<file path="src/rtl/vreg_writeback_if.sv">
//------------------------------------------------------------------------------
// vreg_writeback_if : writeback sources, register-file write port and scoreboard
// Rev 1.0
//------------------------------------------------------------------------------
`default_nettype none

interface vreg_writeback_if #(
  parameter int NUM_VREGS = 64,
  parameter int LANES     = 32,
  parameter int ELEM_W    = 16
);
  localparam int VD_W   = $clog2(NUM_VREGS);
  localparam int DATA_W = LANES * ELEM_W;

  logic                 flush;
  logic                 issue_valid;
  logic [VD_W-1:0]      issue_vd;

  logic                 alu_wb_valid;
  logic                 alu_wb_ready;
  logic [VD_W-1:0]      alu_wb_vd;
  logic [DATA_W-1:0]    alu_wb_data;
  logic [LANES-1:0]     alu_wb_lmask;

  logic                 lsu_wb_valid;
  logic                 lsu_wb_ready;
  logic [VD_W-1:0]      lsu_wb_vd;
  logic [DATA_W-1:0]    lsu_wb_data;
  logic [LANES-1:0]     lsu_wb_lmask;

  logic                 vrf_wr_en;
  logic                 vrf_wr_ready;
  logic [VD_W-1:0]      vrf_wr_vd;
  logic [DATA_W-1:0]    vrf_wr_data;
  logic [LANES-1:0]     vrf_wr_lmask;

  logic [NUM_VREGS-1:0] pending;
  logic [15:0]          wb_count;

  modport slave (
    input  flush, issue_valid, issue_vd,
    input  alu_wb_valid, alu_wb_vd, alu_wb_data, alu_wb_lmask,
    output alu_wb_ready,
    input  lsu_wb_valid, lsu_wb_vd, lsu_wb_data, lsu_wb_lmask,
    output lsu_wb_ready,
    output vrf_wr_en, vrf_wr_vd, vrf_wr_data, vrf_wr_lmask,
    input  vrf_wr_ready,
    output pending, wb_count
  );

  modport master (
    output flush, issue_valid, issue_vd,
    output alu_wb_valid, alu_wb_vd, alu_wb_data, alu_wb_lmask,
    input  alu_wb_ready,
    output lsu_wb_valid, lsu_wb_vd, lsu_wb_data, lsu_wb_lmask,
    input  lsu_wb_ready,
    input  vrf_wr_en, vrf_wr_vd, vrf_wr_data, vrf_wr_lmask,
    output vrf_wr_ready,
    input  pending, wb_count
  );
endinterface

`default_nettype wire

</file>
<file path="src/rtl/vreg_writeback.sv">
//------------------------------------------------------------------------------
// vreg_writeback : ALU/LSU round-robin writeback into a FIFO feeding the VRF
//                  write port, with a per-vreg pending scoreboard.
// Optional VWB_CUT_THROUGH_EN: granted source bypasses an empty FIFO (latency 0).
// Rev 1.0
//------------------------------------------------------------------------------
`default_nettype none

module vreg_writeback #(
  parameter int NUM_VREGS = 64,
  parameter int LANES     = 32,
  parameter int ELEM_W    = 16,
  parameter int DEPTH     = 4
) (
  input  logic            clk_i,
  input  logic            rst_i,
  vreg_writeback_if.slave wb
);
  localparam int VD_W   = $clog2(NUM_VREGS);
  localparam int DATA_W = LANES * ELEM_W;
  localparam int PTR_W  = $clog2(DEPTH);
  localparam int CNT_W  = PTR_W + 1;
  localparam logic [CNT_W-1:0] FULL_CNT = CNT_W'(DEPTH);

  logic [VD_W-1:0]      vd_mem_q    [DEPTH];
  logic [DATA_W-1:0]    data_mem_q  [DEPTH];
  logic [LANES-1:0]     lmask_mem_q [DEPTH];
  logic [PTR_W-1:0]     head_q, tail_q;
  logic [CNT_W-1:0]     count_q, count_d;
  logic                 rr_q;
  logic [NUM_VREGS-1:0] pending_q, pending_d;
  logic [15:0]          wb_count_q;

  logic                 w_full, w_empty, w_arb_ok;
  logic                 w_both, w_gnt_alu, w_gnt_lsu, w_accept;
  logic                 w_cut, w_push, w_head_vld, w_fifo_pop, w_retire;
  logic [VD_W-1:0]      w_in_vd;
  logic [DATA_W-1:0]    w_in_data;
  logic [LANES-1:0]     w_in_lmask;
  logic [VD_W-1:0]      w_wr_vd;
  logic [DATA_W-1:0]    w_wr_data;
  logic [LANES-1:0]     w_wr_lmask;

  assign w_full   = (count_q == FULL_CNT);
  assign w_empty  = (count_q == '0);
  // A full FIFO refuses even when it pops this cycle: no pass-through.
  assign w_arb_ok = !rst_i && !wb.flush && !w_full;

  // rr_q=0 favours ALU, rr_q=1 favours LSU; only consulted when both request.
  assign w_both    = wb.alu_wb_valid && wb.lsu_wb_valid;
  assign w_gnt_alu = wb.alu_wb_valid && (!wb.lsu_wb_valid || !rr_q);
  assign w_gnt_lsu = wb.lsu_wb_valid && (!wb.alu_wb_valid ||  rr_q);

  assign wb.alu_wb_ready = w_arb_ok && w_gnt_alu;
  assign wb.lsu_wb_ready = w_arb_ok && w_gnt_lsu;
  assign w_accept        = wb.alu_wb_ready || wb.lsu_wb_ready;

  assign w_in_vd    = w_gnt_alu ? wb.alu_wb_vd    : wb.lsu_wb_vd;
  assign w_in_data  = w_gnt_alu ? wb.alu_wb_data  : wb.lsu_wb_data;
  assign w_in_lmask = w_gnt_alu ? wb.alu_wb_lmask : wb.lsu_wb_lmask;

`ifdef VWB_CUT_THROUGH_EN
  assign w_cut = w_accept && w_empty && wb.vrf_wr_ready;
`else
  assign w_cut = 1'b0;
`endif

  assign w_push     = w_accept && !w_cut;
  assign w_head_vld = !w_empty && !rst_i && !wb.flush;
  assign w_fifo_pop = w_head_vld && wb.vrf_wr_ready;
  assign w_retire   = w_fifo_pop || w_cut;

  always_comb begin
    w_wr_vd    = '0;
    w_wr_data  = '0;
    w_wr_lmask = '0;
    if (w_cut) begin
      w_wr_vd    = w_in_vd;
      w_wr_data  = w_in_data;
      w_wr_lmask = w_in_lmask;
    end else if (w_head_vld) begin
      w_wr_vd    = vd_mem_q[head_q];
      w_wr_data  = data_mem_q[head_q];
      w_wr_lmask = lmask_mem_q[head_q];
    end
  end

  assign wb.vrf_wr_en    = w_head_vld || w_cut;
  assign wb.vrf_wr_vd    = w_wr_vd;
  assign wb.vrf_wr_data  = w_wr_data;
  assign wb.vrf_wr_lmask = w_wr_lmask;
  assign wb.pending      = pending_q;
  assign wb.wb_count     = wb_count_q;

  always_comb begin
    count_d = count_q;
    case ({w_push, w_fifo_pop})
      2'b10:   count_d = count_q + 1'b1;
      2'b01:   count_d = count_q - 1'b1;
      default: count_d = count_q;
    endcase
  end

  // Clear before set so a retiring vreg and a newly issued one can share a cycle.
  always_comb begin
    pending_d = pending_q;
    if (w_retire)       pending_d[w_wr_vd]     = 1'b0;
    if (wb.issue_valid) pending_d[wb.issue_vd] = 1'b1;
  end

  always_ff @(posedge clk_i) begin
    if (w_push) begin
      vd_mem_q[tail_q]    <= w_in_vd;
      data_mem_q[tail_q]  <= w_in_data;
      lmask_mem_q[tail_q] <= w_in_lmask;
    end
  end

  always_ff @(posedge clk_i) begin
    if (rst_i) begin
      head_q     <= '0;
      tail_q     <= '0;
      count_q    <= '0;
      rr_q       <= 1'b0;
      pending_q  <= '0;
      wb_count_q <= '0;
    end else if (wb.flush) begin
      head_q    <= '0;
      tail_q    <= '0;
      count_q   <= '0;
      pending_q <= '0;
    end else begin
      if (w_push)     tail_q <= tail_q + 1'b1;
      if (w_fifo_pop) head_q <= head_q + 1'b1;
      count_q   <= count_d;
      pending_q <= pending_d;
      if (w_accept && w_both) rr_q <= !rr_q;
      if (w_retire) wb_count_q <= wb_count_q + 16'd1;
    end
  end

endmodule

`default_nettype wire

</file>
<file path="src/flat_wrapper.sv">
// flat-port wrapper written by rule: the top's interface ports become plain ports
module vreg_writeback_flat 
#(
  parameter int NUM_VREGS = 64,
  parameter int LANES     = 32,
  parameter int ELEM_W    = 16,
  parameter int DEPTH     = 4
)
  (clk_i, rst_i, wb_flush, wb_issue_valid, wb_issue_vd, wb_alu_wb_valid, wb_alu_wb_vd, wb_alu_wb_data, wb_alu_wb_lmask, wb_alu_wb_ready, wb_lsu_wb_valid, wb_lsu_wb_vd, wb_lsu_wb_data, wb_lsu_wb_lmask, wb_lsu_wb_ready, wb_vrf_wr_en, wb_vrf_wr_vd, wb_vrf_wr_data, wb_vrf_wr_lmask, wb_vrf_wr_ready, wb_pending, wb_wb_count);
  vreg_writeback_if #(.NUM_VREGS(NUM_VREGS), .LANES(LANES), .ELEM_W(ELEM_W)) wb_i ();
  input  logic clk_i;
  input  logic rst_i;
  input wire logic [$bits(wb_i.flush)-1:0] wb_flush;
  input wire logic [$bits(wb_i.issue_valid)-1:0] wb_issue_valid;
  input wire logic [$bits(wb_i.issue_vd)-1:0] wb_issue_vd;
  input wire logic [$bits(wb_i.alu_wb_valid)-1:0] wb_alu_wb_valid;
  input wire logic [$bits(wb_i.alu_wb_vd)-1:0] wb_alu_wb_vd;
  input wire logic [$bits(wb_i.alu_wb_data)-1:0] wb_alu_wb_data;
  input wire logic [$bits(wb_i.alu_wb_lmask)-1:0] wb_alu_wb_lmask;
  output wire logic [$bits(wb_i.alu_wb_ready)-1:0] wb_alu_wb_ready;
  input wire logic [$bits(wb_i.lsu_wb_valid)-1:0] wb_lsu_wb_valid;
  input wire logic [$bits(wb_i.lsu_wb_vd)-1:0] wb_lsu_wb_vd;
  input wire logic [$bits(wb_i.lsu_wb_data)-1:0] wb_lsu_wb_data;
  input wire logic [$bits(wb_i.lsu_wb_lmask)-1:0] wb_lsu_wb_lmask;
  output wire logic [$bits(wb_i.lsu_wb_ready)-1:0] wb_lsu_wb_ready;
  output wire logic [$bits(wb_i.vrf_wr_en)-1:0] wb_vrf_wr_en;
  output wire logic [$bits(wb_i.vrf_wr_vd)-1:0] wb_vrf_wr_vd;
  output wire logic [$bits(wb_i.vrf_wr_data)-1:0] wb_vrf_wr_data;
  output wire logic [$bits(wb_i.vrf_wr_lmask)-1:0] wb_vrf_wr_lmask;
  input wire logic [$bits(wb_i.vrf_wr_ready)-1:0] wb_vrf_wr_ready;
  output wire logic [$bits(wb_i.pending)-1:0] wb_pending;
  output wire logic [$bits(wb_i.wb_count)-1:0] wb_wb_count;
  assign wb_i.flush = wb_flush;
  assign wb_i.issue_valid = wb_issue_valid;
  assign wb_i.issue_vd = wb_issue_vd;
  assign wb_i.alu_wb_valid = wb_alu_wb_valid;
  assign wb_i.alu_wb_vd = wb_alu_wb_vd;
  assign wb_i.alu_wb_data = wb_alu_wb_data;
  assign wb_i.alu_wb_lmask = wb_alu_wb_lmask;
  assign wb_alu_wb_ready = wb_i.alu_wb_ready;
  assign wb_i.lsu_wb_valid = wb_lsu_wb_valid;
  assign wb_i.lsu_wb_vd = wb_lsu_wb_vd;
  assign wb_i.lsu_wb_data = wb_lsu_wb_data;
  assign wb_i.lsu_wb_lmask = wb_lsu_wb_lmask;
  assign wb_lsu_wb_ready = wb_i.lsu_wb_ready;
  assign wb_vrf_wr_en = wb_i.vrf_wr_en;
  assign wb_vrf_wr_vd = wb_i.vrf_wr_vd;
  assign wb_vrf_wr_data = wb_i.vrf_wr_data;
  assign wb_vrf_wr_lmask = wb_i.vrf_wr_lmask;
  assign wb_i.vrf_wr_ready = wb_vrf_wr_ready;
  assign wb_pending = wb_i.pending;
  assign wb_wb_count = wb_i.wb_count;
  vreg_writeback #(.NUM_VREGS(NUM_VREGS), .LANES(LANES), .ELEM_W(ELEM_W), .DEPTH(DEPTH)) u_core (.clk_i(clk_i), .rst_i(rst_i), .wb(wb_i));
endmodule
</file>
<file path="config.mk">
export PLATFORM = sky130hd
export DESIGN_NAME = vreg_writeback_flat
export DESIGN_NICKNAME = d
export VERILOG_FILES = /design/src/rtl/vreg_writeback_if.sv /design/src/rtl/vreg_writeback.sv /design/src/flat_wrapper.sv
export SDC_FILE = /design/constraint.sdc
export NUM_CORES = 2
export LEC_CHECK = 0
export BUFFER_PORTS_ARGS = -buffer_cell sky130_fd_sc_hd__clkbuf_2
export CORE_AREA = 2 2 677 679
export CTS_CLUSTER_SIZE = 20
export DETAILED_ROUTE_END_ITERATION = 7
export DIE_AREA = 0 0 679 681
export SLEW_MARGIN = 20
export SYNTH_ARGS = -nofsm -noshare
export SYNTH_HDL_FRONTEND = slang
export SYNTH_SLANG_ARGS = --single-unit
</file>
<file path="constraint.sdc">
create_clock -name clk_i -period 17.7 [get_ports clk_i]
set_input_delay 3.54 -clock clk_i [delete_from_list [all_inputs] [get_ports clk_i]]
set_output_delay 3.54 -clock clk_i [all_outputs]
set_load 0.03 [all_outputs]
</file>
==> impl_metrics.ini <==
[cells_and_area]
layout.cells.most_common = edfxtp_1
fraction_of_final_layout_cells_sized_beyond_drive_strength_1 = 0.5120
area_growth_syn_to_layout_pct = 25.94
layout.nets = 7428
most-common-layout-cells = 2,200 x edfxtp_1, 1,745 x clkbuf_2, 557 x mux2_2

[timing]
timing.final.crit_share = 0.5734
final-hold-violation-count = 0
max_clock_freq_mhz = 98.53
finClkSkew_ns = 0.06689
worst_slew_margin_relative_to_its_limit = 0.1849
timing.final.crit_period_ns = 10.15
tns_ns = 0
postLayoutSetupSlackWorst_ns = 7.551
worst_pin_slew_ns = 1.223
report.final.slew_viol_count = 0
report.final.setup_viol = 0
worst_hold_slack_ns = 0.4720
rsz0062_at_grt = no

[power]
power_frac_comb = 0.062
power-per-cell-area_nw_per_um2 = 102.0
p_switching_mw = 2.670
power.share.switching = 0.2225
seqPwrFrac = 0.506
power_frac_clock = 0.432
internal_power_mw = 9.333
cellLeakagePower_nw = 41.38
vdd_ir_drop_max_mv = 0.07743

[clock_tree]
cts_clk_pin_slew_worst_paths_ns = 0.06
numCtsBuffers = 243
worstSkewPairLatency_ns = 0.93
post_cts_setup_driven_buffer_insertion_count = 0
hold_buffers = 0
clock_sink_count = 2290
clock_path_buffers = 4
cts.htree.levels = 4
post_cts_resized = 0
clockRootBuffer = clkbuf_16
cts_tree = done

[worst_setup_path]
critical_path.cell_chain = clkbuf_2, buf_4, nor2_4, buf_4, buf_6, buf_4, buf_16, and3_1, clkbuf_2
crit_type = in2out
worst-endpoint-arrival_ns = 6.61
ff2ff_setup_slack_ns = 12.62
critical_path.max_fanout = 135
end_kind = primary output
worstSetupStartpointType = primary input
slowest_delay_ns = 0.65
worst_path_max_delay_cell = buf_6
critPathRequiredTime_ns = 14.16
timing.critical_path.mode_cell = buf_4

[hold_path]
hp-class = reg2reg

[floorplanning]
top_level_ports = 1746
core_area_um2 = 454900
height_of_the_die_um = 681
initial_utilization = 0.2054
die_width_um = 679
rows = 248
die-area_um2 = 462400

[placement]
place.detailed.hpwl_um = 250400
placement.io_buffers = 1745
place_worst_setup_slack_ns = 6.985
finalWeightedCongestion = 0.9286

[synthesis]
netlist.top_cell.by_area = edfxtp_1
postSynth.asyncResetShare = 0
post_synth_instance_area_um2 = 93460
synth-main-ff-cell = edfxtp_1
synth_top_cell_area_share = 0.7069
mappedNetlistNets = 5707
synth_top_cells_by_area = edfxtp_1 71%, mux4_2 13%, mux2_2 6.7%
synth-edff-count = 2200
syn-instance-count = 4587
synthesis.yosys.warnings = 0
ys_seq_area_frac = 0.7262
ys_ff_latch = 2290
netlist-cell-type-count = 45
synth.avg_cell_area_um2 = 20.37

[global_routing]
number_of_antenna_violations_at_the_first_check_in_global_routing = 115
grt_start_max_net_pins = 189
via_count_of_the_first_global_routing_pass = 54630
grt_usage = 0.1392
grt_first_pass_wirelength_um = 450600
gr-total-overflow = 0

[route]
drt_drc_violations_left = 0
wl_met2_um = 172200
final_antenna_net_count = 0
vias_after_detailed_routing = 54090
drt-met1-wl_um = 135300
detail_route.first_pass.iterations = 6
routed_wire_length_per_instance_um = 26.83
drt_iter0_drc = 5035
met3_length_um = 21550
highest_layer = met5
drt-vias-per-instance = 4.282
finalWirelength_um = 338900

[job]
max_cap_violations = 0

[outcome]
run_status = completed
[per-stage QoR]
step           area (µm²)  instances    util  power [mW]
2_1_floorplan       93460       4587       -       6.545
3_3_place_gp       109200      12060  0.2400       6.912
3_5_place_dp       109200      12060  0.2400       6.939
4_1_cts            117400      12520  0.2580       12.15
5_1_grt            117600      12600  0.2586       12.38
6_report           117700      12630  0.2587       12.00
[power by group through the flow]
stage | clock network [mW] | logic, mW | registers, mW
3_5_place_dp | 0 | 0.749 | 6.19
6_report | 5.19 | 0.741 | 6.07
4_1_cts | 5.32 | 0.753 | 6.07
5_1_grt | 5.52 | 0.779 | 6.08
2_1_floorplan | 0 | 0.325 | 6.22
3_3_place_gp | 0 | 0.728 | 6.18
[synthesized netlist by cell type (all sizes together) (3+ instances only)]
| master | n |
|---|---|
| edfxtp | 2200 |
| mux2 | 558 |
| and3 | 553 |
| mux4 | 550 |
| clkbuf | 208 |
| buf | 144 |
| dfxtp | 90 |
| a32o | 63 |
| nand4 | 59 |
| nor2 | 29 |
| inv | 16 |
| nand3 | 14 |
| nor3 | 14 |
| a21oi | 10 |
| nand2 | 10 |
| nor2b | 10 |
| and2 | 7 |
| or3 | 7 |
| ha | 6 |
| nor4 | 6 |
| o21ai | 6 |
| xor2 | 5 |
| nor3b | 3 |
| xnor2 | 3 |
[worst paths after layout]
kind,end,cells after the start,startpoint
hold reg to reg,register,2,u_core.head_q[0]
setup / recovery,wb_vrf_wr_data[198],9,rst_i
hold / removal,register,2,u_core.head_q[0]
setup reg to reg,u_core.data_mem_q[3][269],7,u_core.rr_q
[final cells by class]
class / count / area [µm²]
clock inverters: 175 / 1882
inverters: 16 / 60.06
multi-input cells: 1929 / 24140
clock buffers: 281 / 6286
flip-flops and latches: 2290 / 67870
diodes: 113 / 282.8
fillers: 46230 / 337200
well taps: 6000 / 7507
repair buffers: 1828 / 9667
[logic make-up (layout without fill, tap and decap cells)]
group	Yosys count	after routing	synth area share
flops	2290	2290	0.7262
mux	1109	1109	0.1999
simple gates	721	721	0.04750
buf+inv	368	2300	0.01664
compound gates	84	84	0.008033
xor+xnor	8	8	0.0007498
fa+ha+maj	7	7	0.001017
other cells	0	113	0
[sequential cells by signal (all words and copies together), names as in the netlist, named ones only]
name / cells
u_core.wb.pending: 64
u_core.vd_mem_q: 24
u_core.head_q: 2
u_core.wb.wb_count: 16
u_core.rr_q: 1
u_core.tail_q: 2
u_core.lmask_mem_q: 128
u_core.count_q: 3
u_core.data_mem_q: 2048
[per-layer routing]
| layer | up-vias | track usage |
|---|---|---|
| met5 | - | 0 |
| met4 | 18 | 0.04057 |
| met3 | 386 | 0.02353 |
| met2 | 2347 | 0.2442 |
| met1 | 28670 | 0.1752 |
| li1 | 22670 | - |
[critical path, delay by kind of cell]
family / cells / cell delay, ns
buffers and inverters: 7 / 2.50
AND/OR/NAND/NOR: 2 / 0.37
(Power assumes the default switching activity.)
